$ cat src/rtl/cpu_run_ctrl.sv
// cpu_run_ctrl: run/step/halt sequencer for the single-cycle CPU.
// Drives a clock enable (cpu_en) to the datapath rather than gating the
// clock, issues PC-load strobes from the switches and freezes the core on
// an exception while capturing the EPC.
//
// Handshake: there is no valid/ready pair here. The datapath advances by
// one instruction on every rising SYS_clk edge where cpu_en=1; exc_flag and
// halt_flag are only meaningful in those cycles. pc_load is a one-cycle
// strobe that means "datapath PC <= pc_load_val on the next edge".
//
// Optional feature: define CPU_RUN_CTRL_BREAKPOINT_EN to add a PC
// breakpoint comparator (bp_addr, bp_en inputs, bp_hit output). The
// default build has neither the ports nor the compare logic.
module cpu_run_ctrl #(
    parameter int PC_W     = 8,
    parameter int CYC_W    = 16,
    parameter int STEP_LEN = 1
) (
    input  logic             SYS_clk,
    input  logic             SYS_rst,
    input  logic             run_btn,
    input  logic             step_btn,
    input  logic             load_btn,
    input  logic [PC_W-1:0]  pc_sw,
    input  logic [PC_W-1:0]  pc_cur,
    input  logic             exc_flag,
    input  logic             halt_flag,
    output logic             cpu_en,
    output logic             pc_load,
    output logic [PC_W-1:0]  pc_load_val,
    output logic [PC_W-1:0]  epc,
    output logic             exc_led,
    output logic [2:0]       state,
    output logic [CYC_W-1:0] cyc_cnt
`ifdef CPU_RUN_CTRL_BREAKPOINT_EN
    ,
    input  logic [PC_W-1:0]  bp_addr,
    input  logic             bp_en,
    output logic             bp_hit
`endif
);

    typedef enum logic [2:0] {
        S_IDLE = 3'd0,
        S_RUN  = 3'd1,
        S_STEP = 3'd2,
        S_HALT = 3'd3,
        S_EXC  = 3'd4,
        S_LOAD = 3'd5
    } state_t;

    localparam logic [7:0] STEP_INIT = 8'(STEP_LEN);

    state_t     state_q;
    state_t     next_state;
    logic [7:0] step_cnt;
    logic [7:0] step_nxt;
    logic       capture_epc;
    logic       en_q;
    logic       run_q;
    logic       step_q;
    logic       load_q;
    logic       run_e;
    logic       step_e;
    logic       load_e;
    logic       bp_match;

    assign run_e  = run_btn & ~run_q;
    assign step_e = step_btn & ~step_q;
    assign load_e = load_btn & ~load_q;
    assign state  = state_q;

`ifdef CPU_RUN_CTRL_BREAKPOINT_EN
    // Set for the first enabled cycle after leaving IDLE so a breakpointed
    // instruction can be resumed without tripping the same breakpoint.
    logic bp_skip;

    // A breakpoint blocks the current RUN cycle unless an exception wins.
    assign bp_match = (state_q == S_RUN) && bp_en && (pc_cur == bp_addr)
                      && !bp_skip && !exc_flag;
    assign cpu_en   = en_q & ~bp_match;

    // Skip flag and one-cycle hit pulse.
    always_ff @(posedge SYS_clk or posedge SYS_rst) begin
        if (SYS_rst) begin
            bp_skip <= 1'b0;
            bp_hit  <= 1'b0;
        end else begin
            bp_skip <= (state_q == S_IDLE) &&
                       ((next_state == S_RUN) || (next_state == S_STEP));
            bp_hit  <= bp_match;
        end
    end
`else
    assign bp_match = 1'b0;
    assign cpu_en   = en_q;
`endif

    // Button history for rising-edge detection.
    always_ff @(posedge SYS_clk or posedge SYS_rst) begin
        if (SYS_rst) begin
            run_q  <= 1'b0;
            step_q <= 1'b0;
            load_q <= 1'b0;
        end else begin
            run_q  <= run_btn;
            step_q <= step_btn;
            load_q <= load_btn;
        end
    end

    // Next-state logic: one request per cycle, load > step > run.
    always_comb begin
        next_state  = state_q;
        step_nxt    = step_cnt;
        capture_epc = 1'b0;
        case (state_q)
            S_IDLE: begin
                if (load_e) begin
                    next_state = S_LOAD;
                end else if (step_e) begin
                    next_state = S_STEP;
                    step_nxt   = STEP_INIT;
                end else if (run_e) begin
                    next_state = S_RUN;
                end
            end
            S_RUN: begin
                if (exc_flag) begin
                    next_state  = S_EXC;
                    capture_epc = 1'b1;
                end else if (bp_match) begin
                    next_state = S_IDLE;
                end else if (halt_flag) begin
                    next_state = S_HALT;
                end else if (run_e) begin
                    next_state = S_IDLE;
                end
            end
            S_STEP: begin
                step_nxt = step_cnt - 8'd1;
                if (exc_flag) begin
                    next_state  = S_EXC;
                    capture_epc = 1'b1;
                end else if (halt_flag) begin
                    next_state = S_HALT;
                end else if (step_cnt <= 8'd1) begin
                    next_state = S_IDLE;
                end
            end
            S_HALT: begin
                if (load_e) next_state = S_LOAD;
            end
            S_EXC: begin
                if (load_e) next_state = S_LOAD;
            end
            S_LOAD: begin
                next_state = S_IDLE;
            end
            default: begin
                next_state = S_IDLE;
            end
        endcase
    end

    // State register plus outputs registered from the next state.
    always_ff @(posedge SYS_clk or posedge SYS_rst) begin
        if (SYS_rst) begin
            state_q  <= S_IDLE;
            step_cnt <= 8'd0;
            en_q     <= 1'b0;
            pc_load  <= 1'b0;
            exc_led  <= 1'b0;
        end else begin
            state_q  <= next_state;
            step_cnt <= step_nxt;
            en_q     <= (next_state == S_RUN) || (next_state == S_STEP);
            pc_load  <= (next_state == S_LOAD);
            exc_led  <= (next_state == S_EXC);
        end
    end

    // Load value and EPC capture.
    always_ff @(posedge SYS_clk or posedge SYS_rst) begin
        if (SYS_rst) begin
            pc_load_val <= '0;
            epc         <= '0;
        end else begin
            if (next_state == S_LOAD && state_q != S_LOAD) pc_load_val <= pc_sw;
            if (capture_epc) epc <= pc_cur;
        end
    end

    // Executed-instruction counter: cleared on entering LOAD, saturating.
    always_ff @(posedge SYS_clk or posedge SYS_rst) begin
        if (SYS_rst) begin
            cyc_cnt <= '0;
        end else if (next_state == S_LOAD) begin
            cyc_cnt <= '0;
        end else if (cpu_en && (cyc_cnt != {CYC_W{1'b1}})) begin
            cyc_cnt <= cyc_cnt + 1'b1;
        end
    end

endmodule
$ cat config.mk
export PLATFORM = sky130hd
export DESIGN_NAME = cpu_run_ctrl
export DESIGN_NICKNAME = d
export VERILOG_FILES = /design/src/rtl/cpu_run_ctrl.sv
export SDC_FILE = /design/constraint.sdc
export NUM_CORES = 1
export LEC_CHECK = 0
export ABC_AREA = 1
export BUFFER_PORTS_ARGS = -buffer_cell sky130_fd_sc_hd__buf_4
export CORE_ASPECT_RATIO = 2
export CORE_UTILIZATION = 37
export CTS_BUF_LIST = sky130_fd_sc_hd__clkbuf_8 sky130_fd_sc_hd__clkbuf_16
export CTS_CLUSTER_SIZE = 14
export DETAILED_ROUTE_END_ITERATION = 6
export PLACE_DENSITY = 0.55
export SYNTH_ARGS = -nofsm -noshare
export SYNTH_HDL_FRONTEND = slang
export SYNTH_SLANG_ARGS = --single-unit
$ cat constraint.sdc
create_clock -name SYS_clk -period 2.2 [get_ports SYS_clk]
set_clock_uncertainty 0.1 [all_clocks]
set_input_delay 0.22 -clock SYS_clk [delete_from_list [all_inputs] [get_ports SYS_clk]]
set_output_delay 0.22 -clock SYS_clk [all_outputs]
set_load 0.1 [all_outputs]
# == Word-level counts from Yosys, hierarchy flattened ==
# Cells that the tools add are included.
# classes
bitwise,6
order_cmp,1
muxes,18
n_addsub,2
reduce_logical,9
n_eq_ne,12
# ops
operator,count
2-to-1 mux 16 bit,2
2-to-1 mux 3 bit,10
adder 16 x 1 -> 16 bit (second input constant),1
2-to-1 mux 8 bit,2
inequality test 16 bit (second input constant),1
case mux 8 bit (2 select lines),1
case mux 3 bit (4 select lines),1
== test 3 x 2 -> 1 bit (second input constant),3
== test 3 bit (second input constant),3
<= comparator 8 x 1 -> 1 bit (second input constant),1
subtractor 8 x 1 -> 8 bit (second input constant),1
== test 3 x 1 -> 1 bit (second input constant),2
inequality test 2 bit (second input constant),2
nonzero test 2 bit,2
OR reduction 2 bit,2
bitwise AND 1 bit,3
logical NOT 3 bit,1
inequality test 3 bit (second input constant),1
inverter 1 bit,3
AND reduction 3 bit,1
logical AND 1 bit,2
2-to-1 mux 1 bit,2
logical OR 1 bit,1
# totals
reg_bits,49
elab_cells,59
out_inout_bits,38
in_bits,23

# == Logic depth before layout (Yosys ltp) ==
# logic_depth
depth_word,8
mapped_depth,14

# == Least setup slack after synthesis ==
# OpenSTA, ideal clock, no wires.
# synth_path
kind,register to register
startpoint,register cyc_cnt[0]
endpoint,register cyc_cnt[12]
required_time_ns,1.977
path_stages_with_launch,8
setup_slack_ns,-0.199
t_arrival_ns,2.177
synth_period_minus_slack_ns,2.399
cell_sequence,dfrtp_1 -> ha_1 -> inv_1 -> nor3_1 -> and2_1 -> nand2_1 -> nor3b_1 -> nor2_1
# synth_via
elab_chain_len,3
# synth_lines
element,line_no,text
from (decl),34,output logic [CYC_W-1:0] cyc_cnt
from (signal assigned),201,cyc_cnt <= cyc_cnt + 1'b1;
adder 16 x 1 -> 16 bit or inequality test 16 bit (tied branches),"201, 200",
2-to-1 mux 16 bit or logical AND 1 bit (tied branches),200,end else if (cpu_en && (cyc_cnt != {CYC_W{1'b1}})) begin
2-to-1 mux 16 bit or nonzero test 2 bit (tied branches),--,
# Parallel ways exist; a longest one is shown, timed or not. The select of a mux whose other input is x is not followed.
# A chain may end at the register's enable or synchronous reset.

# == Final worst setup path ==
# layout_path
startpoint,register step_cnt[0]
endpoint,register cyc_cnt[4]
# layout_via
elab_chain_len,7
# layout_lines
element,line_no,text
from (decl),56,logic [7:0] step_cnt;
from (signal assigned),176,step_cnt <= step_nxt;
<= comparator 8 x 1 -> 1 bit (*),147,end else if (step_cnt <= 8'd1) begin
2-to-1 mux 3 bit (*),147,
2-to-1 mux 3 bit (*),145,end else if (halt_flag) begin
2-to-1 mux 3 bit (*),142,if (exc_flag) begin
case mux 3 bit (4 select lines) (*),117,case (state_q)
named net next_state[0],55,state_t next_state;
== test 3 bit (*),198,end else if (next_state == S_LOAD) begin
2-to-1 mux 16 bit or nonzero test 2 bit (tied branches),--,
# The timed path passes the listed nets; every way through them passes the cells marked *.

==> reports/metrics.csv <==
stage;metric;value;unit
status;status;finished, final reports clean;
logic_synthesis;largest cells by area after synthesis;dfrtp_1, nand2_1, nor2_1, inv_1, nand3_1;
job;Max-Cap Viols;0;
worst_setup_path;Worst path slowest cell;dfrtp_1;
cts;CTS Buf Count;5;
global_route;first-pass GRT wire length;10.4;mm
worst_setup_path;CP Launch Type;flip-flop;
cts;cts hold-fix bufs;4;
global_route;vias in the first global route;2255;
sta;setup_tns;0;ns
floorplanning;die height;118;um
cts;CTS tree;done;
finish;Synth-to-Final Area Change;30.6;%
global_route;total congestion overflow;0;
finish;Final Non-Filler Cells;461;
worst_setup_path;worst r2r dst;cyc_cnt[4]$_DFFE_PP0P_;
worst_setup_path;Reg2Reg Depth;13;
placed_design;Placed Cells;449;
sta;fin crit share;0.840;
worst_setup_path;CP cell instances;inv_1 -> ha_1 -> nor2_1 -> nor2_1 -> nand2_1 -> nand2_1 -> nand2_1 -> nand2_1 -> nand2_2 -> nand2_4 -> buf_4 -> nand2_1 -> nor2_1;
worst_setup_path;CP bufs+invs;2;
logic_synthesis;sequential-to-total area share from yosys stat;0.494;
floorplanning;I/O pin cnt;61;
logic_synthesis;Yosys warning total;0;
finish;layout cells sized above 1;0.277;
cts;setup bufs post-CTS;0;
finish;Util after Layout;0.505;
cts;Clock Tree Buf Depth;2;
global_route;antenna violations before repair;0;
sta;final worst path period need;1.85;ns
placed_design;dpl hpwl;4.71;mm
logic_synthesis;largest area contributor in the synthesized netlist;dfrtp_1;
finish;nets@finish;400;
drt;met3 WL post-DR;159;um
cts;Clk pin slew, worst setup/hold paths;0.07;ns
drt;DRT antenna net count;0;
floorplanning;Initial Utilization;0.387;
worst_setup_path;max incr delay on CP;0.40;ns
global_route;largest net degree at the start of global routing;22;
drt;DRT Pass-1 Iters;4;
logic_synthesis;post-synth cell types;27;
sta;Slew headroom;0.698;
worst_setup_path;Crit Path Max Fanout;10;
worst_setup_path;R2R Setup Slk;0.35;ns
sta;Slew Limit Fails;0;
min_path;hold path depth;3;
finish;most frequent cells in the layout;nand2_1, buf_4, dfrtp_1;
placed_design;number of port buffers;60;
sta;RSZ-0062 raised after global routing;false;
logic_synthesis;synthesized area per cell;8.24;sq um
floorplanning;core area;6410;sq um
drt;vias per cell;4.68;
floorplanning;row cnt;41;
min_path;worst min-delay path endpoint;pc_load_val[6]$_DFFE_PP0P_;
min_path;hold path start;pc_sw[6];
drt;wl on met1;2.20;mm
worst_setup_path;endpoint type of the worst setup path;flip-flop;
finish;commonest non-fill, non-tap cell in the layout;nand2_1;
placed_design;placed inst area;3050;sq um
sta;final hold viol count;0;
sta;Slew @ Worst Pin;0.452;ns
cts;Root Buffer;clkbuf_16;
worst_setup_path;Top Family by Delay on Critical Path;simple AND/OR/NAND/NOR gates;
worst_setup_path;most frequent cell on the critical path;nand2_1;
worst_setup_path;Crit Reg-Reg Startpoint;step_cnt[0]$_DFFE_PP0P_;
worst_setup_path;Arr. time, crit path;1.98;ns
cts;H-tree depth;2;
logic_synthesis;#FFs+latches synth;49;
logic_synthesis;Cell Area, Synth;2480;sq um
drt;DR WL/cell;13.3;um
worst_setup_path;CP Class;reg -> reg;
placed_design;GPL Wtd Cong;0.866;
drt;routed length on met2;3.55;mm
drt;uppermost layer routed;met4;
cts;clk_lat worst skew;0.29;ns
sta;setup violators final;0;
floorplanning;die footprint;7050;sq um
finish;design area;3240;sq um
sta;fmax;0.541;GHz
drt;routed wire length;6.12;mm
drt;drt drc;0;
drt;vias;2158;
logic_synthesis;post-synth top area share;0.494;
floorplanning;Chip Width;59.9;um
cts;cts repair resizes;0;
logic_synthesis;Syn Inst Count;301;
global_route;GRT Total Usage;0.198;
logic_synthesis;syn_nets;327;
min_path;Hold Crit Class;in -> reg;
finish;diodes inserted;0;
cts;clock sink count;49;
worst_setup_path;Crit path required time;2.33;ns
drt;DR iter-0 viols;65;
[state kept, by name, indices dropped and copies added, names as in the netlist]
signal / flops
load_q: 1
state: 3
epc: 8
cyc_cnt: 16
pc_load_val: 8
exc_led: 1
run_q: 1
pc_load: 1
step_cnt: 8
cpu_en: 1
step_q: 1
[cell type report]
| type | count | area, sq um |
|---|---|---|
| clock inverters | 2 | 13.8 |
| inverters | 37 | 141 |
| fillers | 621 | 3170 |
| multi-input cells | 211 | 1070 |
| repair buffers | 70 | 536 |
| well taps | 86 | 108 |
| flip-flops and latches | 49 | 1230 |
| clock buffers | 6 | 139 |
[cell families after synthesis]
| family | count (synthesis) | share of synthesized area |
|---|---|---|
| buffers and inverters | 41 | 0.0737 |
| AOI/OAI and AO/OA | 17 | 0.0414 |
| muxes | 8 | 0.0363 |
| DFF | 49 | 0.494 |
| adders and majority gates | 3 | 0.0151 |
| and+or+nand+nor | 170 | 0.293 |
| xor gates and xnor gates | 13 | 0.0459 |
[layer usage]
layer | global-route usage | vias up
met5 | 0 | -
met4 | 0.0988 | 0
met3 | 0.0352 | 14
met2 | 0.366 | 39
met1 | 0.196 | 1026
li1 | - | 1079
[worst max path at each step]
stage / to / cells past startpoint / slack [ns] / from
after CTS: pc_load_val[7]$_DFFE_PP0P_ / 9 / 0.33 / state[0]$_DFF_PP0_
after global placement: pc_load_val[5]$_DFFE_PP0P_ / 13 / 0.35 / step_cnt[0]$_DFFE_PP0P_
after detailed placement: pc_load_val[7]$_DFFE_PP0P_ / 9 / 0.34 / state[0]$_DFF_PP0_
after global routing: pc_load_val[4]$_DFFE_PP0P_ / 13 / 0.11 / step_cnt[0]$_DFFE_PP0P_
after floorplan: cyc_cnt[12]$_DFFE_PP0P_ / 6 / 0.007 / cyc_cnt[5]$_DFFE_PP0P_
final: cyc_cnt[4]$_DFFE_PP0P_ / 13 / 0.35 / step_cnt[0]$_DFFE_PP0P_
[cells in the mapped netlist]
master	n
mux2_2	8
nand2_2	2
and2_1	1
inv_4	1
a21oi_2	1
o21ai_1	1
o21ai_0	3
ha_1	3
nor3b_1	2
xnor2_1	3
inv_2	3
a21boi_1	1
dfrtp_1	49
nand2_4	2
o22ai_1	3
buf_4	1
nor2_2	8
nor2_1	36
nor3_1	4
o21bai_1	3
nand2_1	92
nand3_1	19
a21oi_1	5
buf_6	3
nand4_1	4
xor2_1	10
inv_1	33
[worst register-to-register path: stages (launching register included)]
cell and delay [ns]:
dfrtp_1 0.40, inv_1 0.10, ha_1 0.21, nor2_1 0.06, nor2_1 0.10, nand2_1 0.08, nand2_1 0.06, nand2_1 0.05
nand2_1 0.07, nand2_2 0.10, nand2_4 0.13, buf_4 0.19, nand2_1 0.07, nor2_1 0.09
[per-stage QoR]
| step | hold WS (ns) | setup slack (ns) |
|---|---|---|
| 6_report | 0.0173 | 0.351 |
| 5_1_grt | 0.0161 | 0.111 |
| 3_5_place_dp | 0.0924 | 0.336 |
| 2_1_floorplan | 0.151 | 0.00660 |
| 4_1_cts | 0.0115 | 0.329 |
| 3_3_place_gp | 0.0934 | 0.353 |
Power is left out: the tool's default activity adds up to more than one toggle a clock period on the data nets, which glitch-free logic cannot reach.
